## src/rtl/pe_pkg.sv

```systemverilog
// pe_pkg: shared defaults, FSM encoding and width helpers for pe_kmac
package pe_pkg;
  localparam int DATA_BITS_DEF = 16;
  localparam int INTERNAL_BITS_DEF = 32;
  typedef enum logic {IDLE, ACCUM} state_t;
  function automatic int sum_bits(input int data_bits, input int taps);
    return 2 * data_bits + $clog2(taps);
  endfunction
endpackage

```

## src/rtl/pe_dot.sv

```systemverilog
// pe_dot: registered per-tap signed products and their combinational tree sum
module pe_dot
  import pe_pkg::*;
#(
  parameter int DATA_BITS = DATA_BITS_DEF,
  parameter int TAPS = 3
) (
  input  logic                                         clk,
  input  logic                                         rst,
  input  logic                                         en,
  input  logic [TAPS-1:0][DATA_BITS-1:0]               f,
  input  logic [TAPS-1:0][DATA_BITS-1:0]               w,
  output logic signed [sum_bits(DATA_BITS, TAPS)-1:0]  sum
);
  localparam int PW = 2 * DATA_BITS;
  localparam int SW = sum_bits(DATA_BITS, TAPS);
  logic signed [PW-1:0] prod [TAPS];
  // capture one product per tap whenever a term is sampled
  always_ff @(posedge clk)
    for (int i = 0; i < TAPS; i++)
      if (rst) prod[i] <= '0;
      else if (en) prod[i] <= PW'(signed'(f[i])) * PW'(signed'(w[i]));
  // sign-extend and add all products of the term
  always_comb begin
    sum = '0;
    for (int i = 0; i < TAPS; i++) sum = sum + SW'(prod[i]);
  end
endmodule

```

## src/rtl/pe_kmac.sv

```systemverilog
// pe_kmac: tapped dot-product MAC over windows; define PE_SATURATE_EN for result clamping and sticky ovf
module pe_kmac
  import pe_pkg::*;
#(
  parameter int DATA_BITS = DATA_BITS_DEF,
  parameter int INTERNAL_BITS = INTERNAL_BITS_DEF,
  parameter int TAPS = 3,
  parameter int GUARD_BITS = 8
) (
  input  logic                            clk,
  input  logic                            rst,
  input  logic                            if_w,
  input  logic                            w_w,
  input  logic signed [DATA_BITS-1:0]     if_in,
  input  logic signed [DATA_BITS-1:0]     w_in,
  input  logic                            mac_en,
  input  logic                            mac_last,
  input  logic                            acc_clr,
  output logic signed [INTERNAL_BITS-1:0] result,
  output logic                            out_valid,
  output logic                            busy,
  output logic                            ovf
);
  localparam int SW = sum_bits(DATA_BITS, TAPS);
  localparam int AW = INTERNAL_BITS + GUARD_BITS;
  logic [TAPS-1:0][DATA_BITS-1:0] f_tap, w_tap;
  logic [TAPS:0][DATA_BITS-1:0] f_ext, w_ext;
  logic v1, l1, commit, ovr, ov;
  logic signed [SW-1:0] sum;
  logic signed [AW-1:0] acc, total;
  logic signed [INTERNAL_BITS-1:0] clip;
  state_t state, nxt;
  assign f_ext = {if_in, f_tap};
  assign w_ext = {w_in, w_tap};
  // feature and weight tap lines shift independently toward tap 0
  always_ff @(posedge clk) begin
    if (rst) begin
      f_tap <= '0;
      w_tap <= '0;
    end else begin
      if (if_w) f_tap <= f_ext[TAPS:1];
      if (w_w) w_tap <= w_ext[TAPS:1];
    end
  end
  // stage-1 term tag travelling alongside the registered products
  always_ff @(posedge clk) begin
    if (rst) begin
      v1 <= 1'b0;
      l1 <= 1'b0;
    end else begin
      v1 <= mac_en;
      l1 <= mac_en & mac_last;
    end
  end
  pe_dot #(.DATA_BITS(DATA_BITS), .TAPS(TAPS)) u_dot (
    .clk(clk), .rst(rst), .en(mac_en), .f(f_tap), .w(w_tap), .sum(sum)
  );
  assign commit = v1 & ~acc_clr;
  assign total = acc + AW'(sum);
`ifdef PE_SATURATE_EN
  logic [AW-INTERNAL_BITS:0] top;
  assign top = total[AW-1:INTERNAL_BITS-1];
  assign ovr = ~((&top) | ~(|top));
  assign clip = ~ovr ? total[INTERNAL_BITS-1:0] :
                total[AW-1] ? {1'b1, {(INTERNAL_BITS-1){1'b0}}} : {1'b0, {(INTERNAL_BITS-1){1'b1}}};
`else
  assign ovr = 1'b0;
  assign clip = total[INTERNAL_BITS-1:0];
`endif
  // accumulate committed terms; a last term publishes the window and restarts from zero
  always_ff @(posedge clk) begin
    if (rst) begin
      acc <= '0;
      result <= '0;
      out_valid <= 1'b0;
      ov <= 1'b0;
    end else begin
      out_valid <= commit & l1;
      if (acc_clr) begin
        acc <= '0;
        ov <= 1'b0;
      end else if (v1) begin
        acc <= l1 ? '0 : total;
        if (l1) begin
          result <= clip;
          ov <= ov | ovr;
        end
      end
    end
  end
  // window state register
  always_ff @(posedge clk) state <= rst ? IDLE : nxt;
  // a new term opens the window; abort or the closing commit ends it
  always_comb begin
    nxt = state;
    nxt = mac_en ? ACCUM : (acc_clr || (commit && l1)) ? IDLE : state;
  end
  assign busy = (state == ACCUM) | v1;
  assign ovf = ov;
endmodule

```

## config.mk

```make
export PLATFORM = sky130hd
export DESIGN_NAME = pe_kmac
export DESIGN_NICKNAME = d
export VERILOG_FILES = /design/src/rtl/pe_pkg.sv /design/src/rtl/pe_dot.sv /design/src/rtl/pe_kmac.sv
export SDC_FILE = /design/constraint.sdc
export NUM_CORES = 2
export LEC_CHECK = 0
export ABC_CLOCK_PERIOD_IN_PS = 13000
export CAP_MARGIN = 20
export CORE_MARGIN = 10
export CORE_UTILIZATION = 60
export DETAILED_ROUTE_END_ITERATION = 6
export PLACE_DENSITY = 0.86
export SLEW_MARGIN = 20
export SYNTH_ARGS = -nofsm -noshare
export SYNTH_HDL_FRONTEND = slang
export SYNTH_HIERARCHICAL = 1
export SYNTH_SLANG_ARGS = --single-unit
export TNS_END_PERCENT = 100
```

## constraint.sdc

```tcl
create_clock -name clk -period 13 [get_ports clk]
set_input_delay 1.3 -clock clk [delete_from_list [all_inputs] [get_ports clk]]
set_output_delay 1.3 -clock clk [all_outputs]
set_load 0.03 [all_outputs]
```

==> impl_metrics.py <==
metrics = {
    "timing": {
        "hold_slack_ns": 0.455,
        "fin_skew_ns": 0.0214,
        "setup_violations": 0,
        "hold_viol_final": 0,
        "finalCritPeriodShare_pct": 53.9,
        "rsz0062_at_grt": "false",
        "relSlewSlack_pct": 25.5,
        "drv_slew": 0,
        "worstMarginPinSlew_ns": 1.12,
        "tns_ns": 0,
        "setup_ws_ns": 5.99,
        "timing.fmax_ghz": 0.143,
        "finalCriticalPeriod_ns": 7.01,
    },
    "place": {
        "gp_congestion": 0.930,
        "numPortBuffers": 72,
        "dp_hpwl_um": 81700,
        "place_worst_setup_slack_ns": 6.18,
    },
    "yosys": {
        "yosys_warnings": 6,
        "syn_nets": 5692,
        "syn_area_um2": 42500,
        "syn_area_per_cell_um2": 9.40,
        "syn_inst": 4525,
    },
    "critical_path": {
        "critPathKind": "register to register",
        "end_kind": "register",
        "cp_data_required_time_ns": 13.35,
        "cp_max_fo": 18,
        "critPathArrivalTime_ns": 7.36,
        "critPathLaunchType": "register",
    },
    "flow_run": {
        "cap_viol_max_count": 0,
    },
    "power_and_ir_drop": {
        "p_leak_nw": 22.7,
        "ir_worst_vdd_mv": 0.103,
        "p_per_area_nw_per_um2": 65.3,
    },
    "route": {
        "drc": 0,
        "drt_iter0_drc": 2639,
        "num_vias": 31800,
        "firstDrtPassIters": 6,
        "wl_um": 106000,
        "wl_per_cell_um": 19.6,
        "vias_per_cell": 5.85,
        "postRouteAntennaNets": 0,
    },
    "clocking": {
        "cts_resized": 0,
        "clk_latency_ns": 0.61,
        "post-cts-setup-buffers": 0,
        "cts_buffer_depth": 3,
        "cts_sinks": 260,
        "clockRootBuffer": "clkbuf_16",
        "h-tree-depth": 1,
        "hold_buffers": 0,
        "cts_tree": "done",
        "clkTransAtPathRegs_ns": 0.06,
        "cts_made_buffers": 29,
    },
    "global_route": {
        "grt_pass1_vias": 34500,
        "antenna_found_initial": 1,
        "grt_max_degree": 98,
        "gr-total-overflow": 0,
        "grt_usage_pct": 26.2,
        "grt_pass1_wl_um": 174000,
    },
    "floorplan": {
        "initial_core_util_pct": 60.6,
        "dieHeight_um": 286,
        "ios": 74,
        "fp.coreArea_um2": 70100,
        "die-width_um": 286,
        "die_area_um2": 82000,
        "rows": 97,
    },
    "status": {
        "status": "complete, no violations",
    },
    "finish": {
        "fin_nets": 5645,
        "syn_to_final_growth_pct": 5.63,
        "drive_gt1_share_pct": 2.51,
    },
    "hold_path": {
        "hold_path_class": "register to register",
    },
}
==> final cells by class <==
class | count | area [µm²]
multi-input combinational | 3220 | 32400
fill | 5413 | 25200
sequential | 260 | 6170
inverter | 877 | 3290
tap | 940 | 1180
timing repair buffer | 90 | 847
clock buffer | 39 | 826
clock inverter | 13 | 175
antenna | 2 | 5.00
==> per-layer routing <==
layer | wire length, µm | GRT usage [%]
met1 | 40700 | 32.5
met2 | 50900 | 44.2
met3 | 8840 | 4.32
met4 | 5980 | 13.1
met5 | 0 | 0
==> power breakdown <==
group	internal (mW)	switching [mW]	leakage (nW)	total (mW)
Combinational	0.412	0.659	19.8	1.07
Clock	0.495	0.381	0.492	0.877
Sequential	0.891	0.0965	2.40	0.987
==> state kept, by name, indices dropped and copies added (netlist names) <==
name / flops
v1: 1
f_ext: 48
state: 1
acc: 32
u_dot/prod: 96
result: 32
w_ext: 48
l1: 1
out_valid: 1
==> worst max-delay path, cell delays in order (launching register included) <==
cell,delay (ns)
dfxtp_1,1.05
nand2_1,0.21
fa_1,0.59
inv_1,0.08
fa_1,0.51
inv_1,0.06
fa_1,0.52
inv_1,0.05
fa_1,0.45
fa_1,0.49
inv_1,0.05
fa_1,0.49
inv_1,0.05
ha_1,0.34
a21o_1,0.20
a21o_1,0.17
a21oi_1,0.32
a2bb2oi_1,0.29
o211ai_2,0.16
a21boi_0,0.33
o31ai_1,0.17
mux2i_1,0.16
==> metrics by stage <==
| step | total power, mW | util (%) | cells | cell area, µm² |
|---|---|---|---|---|
| floorplan | 1.73 | - | 4525 | 42500 |
| global placement | 2.00 | 62.6 | 5387 | 43900 |
| detailed placement | 2.04 | 62.6 | 5387 | 43900 |
| CTS | 2.92 | 64.0 | 5439 | 44900 |
| global route | 3.09 | 64.1 | 5440 | 44900 |
| finish | 2.94 | 64.1 | 5441 | 44900 |
==> worst paths after layout <==
| kind | endpoint | startpoint | slack, ns | cells past startpoint |
|---|---|---|---|---|
| worst max register to register | u_dot/prod[2][31]$_SDFFCE_PN0P_ | w_ext[40]$_SDFFE_PP0P_ | 5.99 | 21 |
| worst min register to register | result[9]$_SDFFE_PP0P_ | result[9]$_SDFFE_PP0P_ | 0.46 | 2 |
| worst max-delay path | u_dot/prod[2][31]$_SDFFCE_PN0P_ | w_ext[40]$_SDFFE_PP0P_ | 5.99 | 21 |
| worst min-delay path | result[9]$_SDFFE_PP0P_ | result[9]$_SDFFE_PP0P_ | 0.46 | 2 |
==> cells in the final DEF (no fill, tap or decap), types with 20 or more instances in the layout <==
| cell type | instances |
|---|---|
| a21o_1 | 76 |
| a21oi_1 | 136 |
| and2_1 | 392 |
| clkbuf_16 | 31 |
| clkdlybuf4s50_1 | 69 |
| dfxtp_1 | 164 |
| edfxtp_1 | 96 |
| fa_1 | 820 |
| ha_1 | 308 |
| inv_1 | 877 |
| mux2i_1 | 105 |
| nand2_1 | 479 |
| nand2b_1 | 28 |
| nand3_1 | 39 |
| nand4_1 | 23 |
| nor2_1 | 282 |
| nor3_1 | 26 |
| o21ai_0 | 76 |
| o21bai_1 | 20 |
| xnor2_1 | 89 |
| xor2_1 | 47 |
Power figures use the tool's default switching activity.
